===== src/rtl/rv_enc_pkg.sv =====
// Shared RV32I encoding definitions: request class codes, major opcodes
// (inst[6:2], same values the decoder matches on), fixed words and the
// field-level request struct carried through the encoder pipeline.
package rv_enc_pkg;

  typedef enum logic [3:0] {
    CLS_R      = 4'd0,
    CLS_IARITH = 4'd1,
    CLS_LOAD   = 4'd2,
    CLS_STORE  = 4'd3,
    CLS_BRANCH = 4'd4,
    CLS_JAL    = 4'd5,
    CLS_JALR   = 4'd6,
    CLS_LUI    = 4'd7,
    CLS_AUIPC  = 4'd8,
    CLS_ECALL  = 4'd9
  } enc_class_e;

  localparam logic [4:0] OP_OP     = 5'b01100;
  localparam logic [4:0] OP_OPIMM  = 5'b00100;
  localparam logic [4:0] OP_LOAD   = 5'b00000;
  localparam logic [4:0] OP_STORE  = 5'b01000;
  localparam logic [4:0] OP_BRANCH = 5'b11000;
  localparam logic [4:0] OP_JAL    = 5'b11011;
  localparam logic [4:0] OP_JALR   = 5'b11001;
  localparam logic [4:0] OP_LUI    = 5'b01101;
  localparam logic [4:0] OP_AUIPC  = 5'b00101;
  localparam logic [4:0] OP_SYSTEM = 5'b11100;

  localparam logic [31:0] NOP_WORD   = 32'h0000_0013;
  localparam logic [31:0] ECALL_WORD = 32'h0000_0073;

  // Class is kept as raw bits so illegal codes 10..15 survive to the packer.
  typedef struct packed {
    logic [3:0]  cls;
    logic [4:0]  rd;
    logic [4:0]  rs1;
    logic [4:0]  rs2;
    logic [2:0]  funct3;
    logic        funct7b5;
    logic [31:0] imm;
  } enc_req_t;

  // True when v is representable as a w-bit two's-complement value.
  function automatic logic fits_signed(input logic signed [31:0] v, input int unsigned w);
    logic signed [31:0] hi;
    hi = v >>> (w - 1);
    return (hi == 32'sd0) || (hi == -32'sd1);
  endfunction

endpackage


===== src/rtl/inst_field_pack.sv =====
// Combinational class+fields -> {inst, err} packer.
// Optional INST_ENC_RANGE_CHECK_EN: also flag immediates that do not fit
// their format (the word is still emitted with the immediate truncated).
module inst_field_pack
  import rv_enc_pkg::*;
(
  input  enc_req_t    req,
  output logic [31:0] inst,
  output logic        err
);

  logic [6:0] f7;
  logic       is_shift;
  logic       illegal;

  assign f7       = {1'b0, req.funct7b5, 5'b00000};
  assign is_shift = (req.funct3 == 3'b001) || (req.funct3 == 3'b101);

  // Field placement per class; unused fields stay zero.
  always_comb begin
    inst    = NOP_WORD;
    illegal = 1'b0;
    case (req.cls)
      CLS_R:      inst = {f7, req.rs2, req.rs1, req.funct3, req.rd, OP_OP, 2'b11};
      CLS_IARITH: begin
        if (is_shift)
          inst = {f7, req.imm[4:0], req.rs1, req.funct3, req.rd, OP_OPIMM, 2'b11};
        else
          inst = {req.imm[11:0], req.rs1, req.funct3, req.rd, OP_OPIMM, 2'b11};
      end
      CLS_LOAD:   inst = {req.imm[11:0], req.rs1, req.funct3, req.rd, OP_LOAD, 2'b11};
      CLS_STORE:  inst = {req.imm[11:5], req.rs2, req.rs1, req.funct3, req.imm[4:0],
                          OP_STORE, 2'b11};
      CLS_BRANCH: inst = {req.imm[12], req.imm[10:5], req.rs2, req.rs1, req.funct3,
                          req.imm[4:1], req.imm[11], OP_BRANCH, 2'b11};
      CLS_JAL:    inst = {req.imm[20], req.imm[10:1], req.imm[11], req.imm[19:12],
                          req.rd, OP_JAL, 2'b11};
      CLS_JALR:   inst = {req.imm[11:0], req.rs1, 3'b000, req.rd, OP_JALR, 2'b11};
      CLS_LUI:    inst = {req.imm[31:12], req.rd, OP_LUI, 2'b11};
      CLS_AUIPC:  inst = {req.imm[31:12], req.rd, OP_AUIPC, 2'b11};
      CLS_ECALL:  inst = ECALL_WORD;
      default: begin
        inst    = NOP_WORD;
        illegal = 1'b1;
      end
    endcase
  end

`ifdef INST_ENC_RANGE_CHECK_EN
  logic signed [31:0] imm_s;
  logic               range_bad;

  assign imm_s = req.imm;

  // Immediate fit check per format.
  always_comb begin
    range_bad = 1'b0;
    case (req.cls)
      CLS_IARITH: range_bad = is_shift ? (|req.imm[11:5]) : !fits_signed(imm_s, 12);
      CLS_LOAD,
      CLS_JALR,
      CLS_STORE:  range_bad = !fits_signed(imm_s, 12);
      CLS_BRANCH: range_bad = !fits_signed(imm_s, 13) || req.imm[0];
      CLS_JAL:    range_bad = !fits_signed(imm_s, 21) || req.imm[0];
      CLS_LUI,
      CLS_AUIPC:  range_bad = |req.imm[11:0];
      default:    range_bad = 1'b0;
    endcase
  end

  assign err = illegal | range_bad;
`else
  assign err = illegal;
`endif

endmodule


===== src/rtl/inst_encoder.sv =====
// Pipelined RV32I instruction encoder: valid/ready field requests in,
// packed 32-bit words tagged with sequential word addresses out.
// Optional INST_ENC_RANGE_CHECK_EN enables immediate range flagging in
// inst_field_pack.
module inst_encoder
  import rv_enc_pkg::*;
#(
  parameter int ADDR_W    = 8,
  parameter int BASE_ADDR = 0
) (
  input  logic              clk,
  input  logic              rst,
  input  logic              flush,
  input  logic              req_valid,
  output logic              req_ready,
  input  logic [3:0]        req_class,
  input  logic [4:0]        req_rd,
  input  logic [4:0]        req_rs1,
  input  logic [4:0]        req_rs2,
  input  logic [2:0]        req_funct3,
  input  logic              req_funct7b5,
  input  logic [31:0]       req_imm,
  output logic              out_valid,
  input  logic              out_ready,
  output logic [31:0]       out_inst,
  output logic [ADDR_W-1:0] out_addr,
  output logic              out_err
);

  localparam logic [ADDR_W-1:0] BASE = ADDR_W'(BASE_ADDR);

  enc_req_t          req_in;
  enc_req_t          req_p1;
  logic              vld_p1;
  logic              vld_p2;
  logic [31:0]       inst_p2;
  logic [ADDR_W-1:0] addr_p2;
  logic              err_p2;
  logic [ADDR_W-1:0] cnt;
  logic              s2_can_load;
  logic [31:0]       pk_inst;
  logic              pk_err;

  assign req_in = '{cls: req_class, rd: req_rd, rs1: req_rs1, rs2: req_rs2,
                    funct3: req_funct3, funct7b5: req_funct7b5, imm: req_imm};

  assign s2_can_load = !vld_p2 || out_ready;
  assign req_ready   = !flush && (!vld_p1 || s2_can_load);

  // ---- stage 1: accepted request ----
  // Stage-1 occupancy: refills whenever empty or draining into stage 2.
  always_ff @(posedge clk or posedge rst) begin
    if (rst)
      vld_p1 <= 1'b0;
    else if (flush)
      vld_p1 <= 1'b0;
    else if (!vld_p1 || s2_can_load)
      vld_p1 <= req_valid;
  end

  // Stage-1 request fields, qualified by vld_p1.
  always_ff @(posedge clk) begin
    if (req_valid && req_ready)
      req_p1 <= req_in;
  end

  inst_field_pack u_pack (
    .req  (req_p1),
    .inst (pk_inst),
    .err  (pk_err)
  );

  // ---- stage 2: encoded word, address and error flag ----
  // Output register plus address counter; flush drops words and rewinds.
  always_ff @(posedge clk or posedge rst) begin
    if (rst) begin
      vld_p2  <= 1'b0;
      inst_p2 <= '0;
      addr_p2 <= '0;
      err_p2  <= 1'b0;
      cnt     <= BASE;
    end else if (flush) begin
      vld_p2 <= 1'b0;
      cnt    <= BASE;
    end else if (s2_can_load) begin
      vld_p2 <= vld_p1;
      if (vld_p1) begin
        inst_p2 <= pk_inst;
        err_p2  <= pk_err;
        addr_p2 <= cnt;
        cnt     <= cnt + ADDR_W'(1);
      end
    end
  end

  assign out_valid = vld_p2;
  assign out_inst  = inst_p2;
  assign out_addr  = addr_p2;
  assign out_err   = err_p2;

endmodule

===== config.mk =====
export PLATFORM = sky130hd
export DESIGN_NAME = inst_encoder
export DESIGN_NICKNAME = d
export VERILOG_FILES = /design/src/rtl/rv_enc_pkg.sv /design/src/rtl/inst_field_pack.sv /design/src/rtl/inst_encoder.sv
export SDC_FILE = /design/constraint.sdc
export NUM_CORES = 1
export LEC_CHECK = 0
export CORE_MARGIN = 2
export CORE_UTILIZATION = 49
export DETAILED_ROUTE_END_ITERATION = 10
export PLACE_DENSITY = 0.74
export SLEW_MARGIN = 20
export SYNTH_ARGS = -nofsm -noshare
export SYNTH_HDL_FRONTEND = slang
export SYNTH_SLANG_ARGS = --single-unit

===== constraint.sdc =====
create_clock -name clk -period 4.6 [get_ports clk]
set_input_delay 0.69 -clock clk [delete_from_list [all_inputs] [get_ports clk]]
set_output_delay 0.69 -clock clk [all_outputs]
set_load 0.005 [all_outputs]

Word-level counts from Yosys, hierarchy flattened
Cells that the tools add are included.
{"block": "totals", "reg_bits": 106, "in_bits": 60}
{"block": "classes", "n_eq_ne": 11, "add_sub_neg": 1, "bitwise": 1, "reduce_logical": 15, "n_mux": 10}
{"op": "32-bit case mux with 10 select lines", "count": 1}
{"op": "32-bit 2-to-1 mux", "count": 1}
{"op": "8-bit 2-to-1 mux", "count": 3}
{"op": "4-bit by 3-bit equality test with 1-bit output (second input constant)", "count": 4}
{"op": "10-bit OR reduction", "count": 1}
{"op": "8-bit by 1-bit adder with 8-bit output (second input constant)", "count": 1}
{"op": "4-bit by 2-bit equality test with 1-bit output (second input constant)", "count": 2}
{"op": "4-bit equality test (second input constant)", "count": 2}
{"op": "2-bit nonzero test", "count": 3}
{"op": "1-bit 2-to-1 mux", "count": 5}
{"op": "4-bit by 1-bit equality test with 1-bit output (second input constant)", "count": 1}
{"op": "4-bit zero test", "count": 1}
{"op": "3-bit by 1-bit equality test with 1-bit output (second input constant)", "count": 1}
{"op": "3-bit equality test (second input constant)", "count": 1}
{"op": "1-bit zero test", "count": 3}
{"op": "1-bit logical OR", "count": 3}
{"op": "3-bit AND reduction", "count": 1}
{"op": "1-bit logical AND", "count": 2}
{"op": "2-bit AND reduction", "count": 1}
{"op": "1-bit inverter", "count": 1}

Longest topological paths before layout
{"block": "depth", "ltp_word": 5, "depth_mapped": 7, "depth_no_buf": 4}

Hierarchy
A second synthesis with hierarchy kept.
{"block": "unflattened", "cells_unflattened": 346, "area_unflattened_um2": 4708.3}
{"mod": "inst_encoder", "n_inst": 1, "area_each_um2": 3732.3, "cells_each": 199}
{"mod": "inst_field_pack", "n_inst": 1, "area_each_um2": 975.9, "cells_each": 147}

Worst setup path after synthesis
Ideal clock, no wire load.
{"block": "synth_path", "path_kind": "input to register", "start": "input port out_ready", "end": "register req_p1[0] (netlist name) (enable)", "n_path_buf": 0, "required_ps": 4181, "t_arrival_ps": 2333, "path_stages": 3, "setup_time_ps": 419, "slack_ps": 1849, "path_cell_list": "nor2b_1 > a21oi_1 > and2_1"}
{"block": "synth_between", "elab_chain_len": 4}
{"element": "from (decl)", "line": "inst_encoder.sv:24", "source": "input logic out_ready,"}
{"element": "1-bit logical OR", "line": "inst_encoder.sv:47", "source": "assign s2_can_load = !vld_p2 || out_ready;"}
{"element": "1-bit logical OR", "line": "inst_encoder.sv:48", "source": "assign req_ready = !flush && (!vld_p1 || s2_can_load);"}
{"element": "1-bit logical AND", "line": "inst_encoder.sv:48"}
{"element": "via req_ready", "line": "inst_encoder.sv:15", "source": "output logic req_ready,"}
{"element": "1-bit logical AND", "line": "inst_encoder.sv:63", "source": "if (req_valid && req_ready)"}
{"element": "to (signal assigned)", "line": "inst_encoder.sv:64", "source": "req_p1 <= req_in;"}
{"element": "to (decl)", "line": "inst_encoder.sv:33", "source": "enc_req_t req_p1;"}
The timed path passes the listed nets, and every way through them passes these cells.
A chain may end at the register's enable or synchronous reset.

Final worst setup path
{"block": "layout_path", "start": "input port flush", "end": "output port req_ready"}
{"block": "layout_between", "elab_chain_len": 2}
{"element": "from (decl)", "line": "inst_encoder.sv:13", "source": "input logic flush,"}
{"element": "1-bit zero test", "line": "inst_encoder.sv:48"}
{"element": "1-bit logical AND", "line": "inst_encoder.sv:48"}
{"element": "to (decl)", "line": "inst_encoder.sv:15"}
Every way passes these cells.

==> metrics.cfg <==
[run_status]
status = completed

[route]
met2_length_um = 4787
routedLengthMet1_um = 4052
post_drt_wl_per_cell_um = 16.42
wirelength_um = 9510
drc = 0
drtAntennaViolNets = 0
highest_layer = met4
viasPerCell = 5.644
drt_iter0_drc = 183
first_pass_iters = 4
vias = 3268
met3_length_um = 447

[cts]
cts-root-buf = clkbuf_8
path_clk_slew_ns = 0.11
cts_tree = built
cts_buffers = 9
clk_latency_ns = 0.37
cts_resized = 0
cts_max_path_buffers = 2
cts.sinks = 105
hold_buffers = 0
cts_setup_buffers = 0
h-tree-depth = 3

[power]
vdd_drop_max_mv = 0.2058
powerDensity_mw_per_mm2 = 339.9
p_leak_nw = 2.235

[setup_path]
reg2reg_depth = 4
cp_slowest_cell = clkdlybuf4s50_1
critical_path.top_delay_family = buffers and inverters
cp.arrival_ns = 2.24
setup.worst_path.start_class = input port
crit_buf_inv = 2
worstSetupEndpointType = primary output
path_cells = clkdlybuf4s50_1 -> a21oi_1 -> clkdlybuf4s50_1
slowest_delay_ns = 0.70
required_ns = 3.91
path_max_fanout = 15
path_class = in2out
regToRegSetupSlack_ns = 2.02
worstSetupPathDepth = 3
cp_common_cell = clkdlybuf4s50_1

[layout]
diodes = 0
drive_gt1_share_pct = 6.410
nets = 524
syn2layout_area_growth_pct = 28.48
postLayoutCoreUtil_pct = 63.76

[global_routing]
antenna_found_initial = 0
grt_max_degree = 56
grt-ovfl-total = 0
grt_pass1_vias = 3223
globalRouteTotalUtil_pct = 20.08
grt_pass1_wl_um = 15640

[synth]
ys_top_cells_by_area = edfxtp_1, dfrtp_1, nand2_1, a21oi_1, a22o_1
syn_area_per_cell_um2 = 12.18
ys_ff_latch = 105
synth_area_leader_cell = edfxtp_1
syn_inst = 371
async_reset_ff_share_pct = 47.62
syn_nets = 432
synth_flop_cell = edfxtp_1
synth_enable_flop_cells = 55
syn_area_mm2 = 0.004521
yosysWarnings = 0
ys_seq_area_share_pct = 64.21
synth.distinct_cells = 49
synth_top_area_share_pct = 36.53

[die]
initial_core_util_pct = 49.63
ios = 103
die_w_um = 100.1
die_area_mm2 = 0.01001
rows = 35
core_mm2 = 0.009109
dieHeight_um = 100.1

[worst_hold_path]
hold_class = reg2reg
holdPathStages = 1

[timing]
finClkSkew_ns = 0.01497
timing.fmax_ghz = 0.3408
relSlewSlack_pct = 41.04
worst_slew_pin_slew_ns = 0.8845
fin_crit_sh_pct = 63.80
rsz0062_at_grt = no
hold_viol = 0
finalSetupViolCount = 0
drv_slew = 0
fin_setup_tns_ns = 0
fin_crit_ns = 2.935

[placement]
hpwl_um = 6687
globalplace.congestion = 0.7930
port_buffers = 102

[job]
cap_violations = 0

## final timing paths
kind                                 startpoint                       end
hold reg to reg             req_p1[5]$_DFFE_PP_  out_inst[25]$_DFFE_PP0P_
max in group asynchronous                   rst   out_inst[7]$_DFFE_PP0P_
setup reg to reg           req_p1[54]$_DFFE_PP_  out_inst[27]$_DFFE_PP0P_
min in group asynchronous                   rst  out_inst[16]$_DFFE_PP0P_
setup / recovery                          flush                 req_ready
hold / removal              req_p1[5]$_DFFE_PP_  out_inst[25]$_DFFE_PP0P_
## worst reg2reg max path: cells and delay by family (launching register included)
family,cells,cell delay (ns)
AO/OA/AOI/OAI,3,1.01
AND/OR/NAND/NOR,1,0.58
flip-flops,1,0.94
## registers in the layout (all words and copies together) (netlist names)
register,flops
out_addr,8
out_err,1
req_p1,55
vld_p1,1
cnt,8
out_valid,1
out_inst,31
## final cells by class
type                            count  area, µm²
Clock buffer                        9      123.9
Clock inverter                      7      76.32
Fill cell                         723       3301
Inverter                            5      20.02
Multi-Input combinational cell    235       1488
Sequential cell                   105       2903
Tap cell                          111      138.9
Timing Repair Buffer              107       1059
## where the power goes
group / total, mW / internal, mW / switching [mW]
logic: 0.293 / 0.180 / 0.113
registers: 1.11 / 1.07 / 0.0480
clock network: 0.568 / 0.219 / 0.349
total: 1.97 / 1.46 / 0.510
## cells in the mapped netlist, drive strengths merged (2+ instances only)
cell type,count
edfxtp,55
dfrtp,50
nand2,50
a21oi,26
nor2,15
nor2b,14
buf,13
clkbuf,13
o21ai,12
nand3,11
a211oi,10
a22o,10
a22oi,9
mux2i,8
a2bb2oi,6
a211o,5
a21o,5
o211ai,5
a221o,4
a221oi,4
nor3,4
or3,4
a2111oi,3
and2,3
inv,3
nand2b,3
o32a,3
xor2,3
clkinv,2
mux2,2
nand4,2
o31ai,2
## metrics by stage
stage	cells	hold slack (ns)	area, µm²	power [mW]	setup slack [ns]
6_report	579	0.4627	5808	1.974	1.665
5_1_grt	579	0.4892	5808	2.067	1.555
4_1_cts	579	0.4647	5807	1.992	1.662
3_5_place_dp	563	0.4404	5607	1.431	1.648
3_3_place_gp	563	0.4393	5605	1.421	1.557
2_1_floorplan	371	0.4255	4521	1.243	1.849
## kinds of logic after synthesis
logic type	Yosys count	synth area share, %
AO/OA/AOI/OAI	107	17.38
XOR/XNOR	4	0.7751
flip-flops	105	64.21
buffers and inverters	31	3.045
multiplexers	10	2.270
AND/OR/NAND/NOR	113	12.04
adder cells (fa/ha/maj)	1	0.2767
## layer usage
layer / track usage, % / vias up
li1: - / 1574
met3: 3.691 / 18
met4: 8.219 / 0
met5: 0 / -
met2: 33.42 / 97
met1: 26.22 / 1579
## cell usage in the layout, fill, tap and decap left out, types with 5 or more instances in the layout
master           instances
a211o_1                  5
nand3_1                 11
buf_4                    5
a22o_1                  10
edfxtp_1                55
o211ai_1                 5
o21ai_0                 12
nor2_1                  15
clkdlybuf4s50_1        102
a21o_1                   5
a22oi_1                  9
a2bb2oi_1                6
clkbuf_8                 9
a21oi_1                 26
dfrtp_1                 50
nand2_1                 50
a211oi_1                10
mux2i_1                  8
nor2b_1                 14
Power figures use the tool's default switching activity.
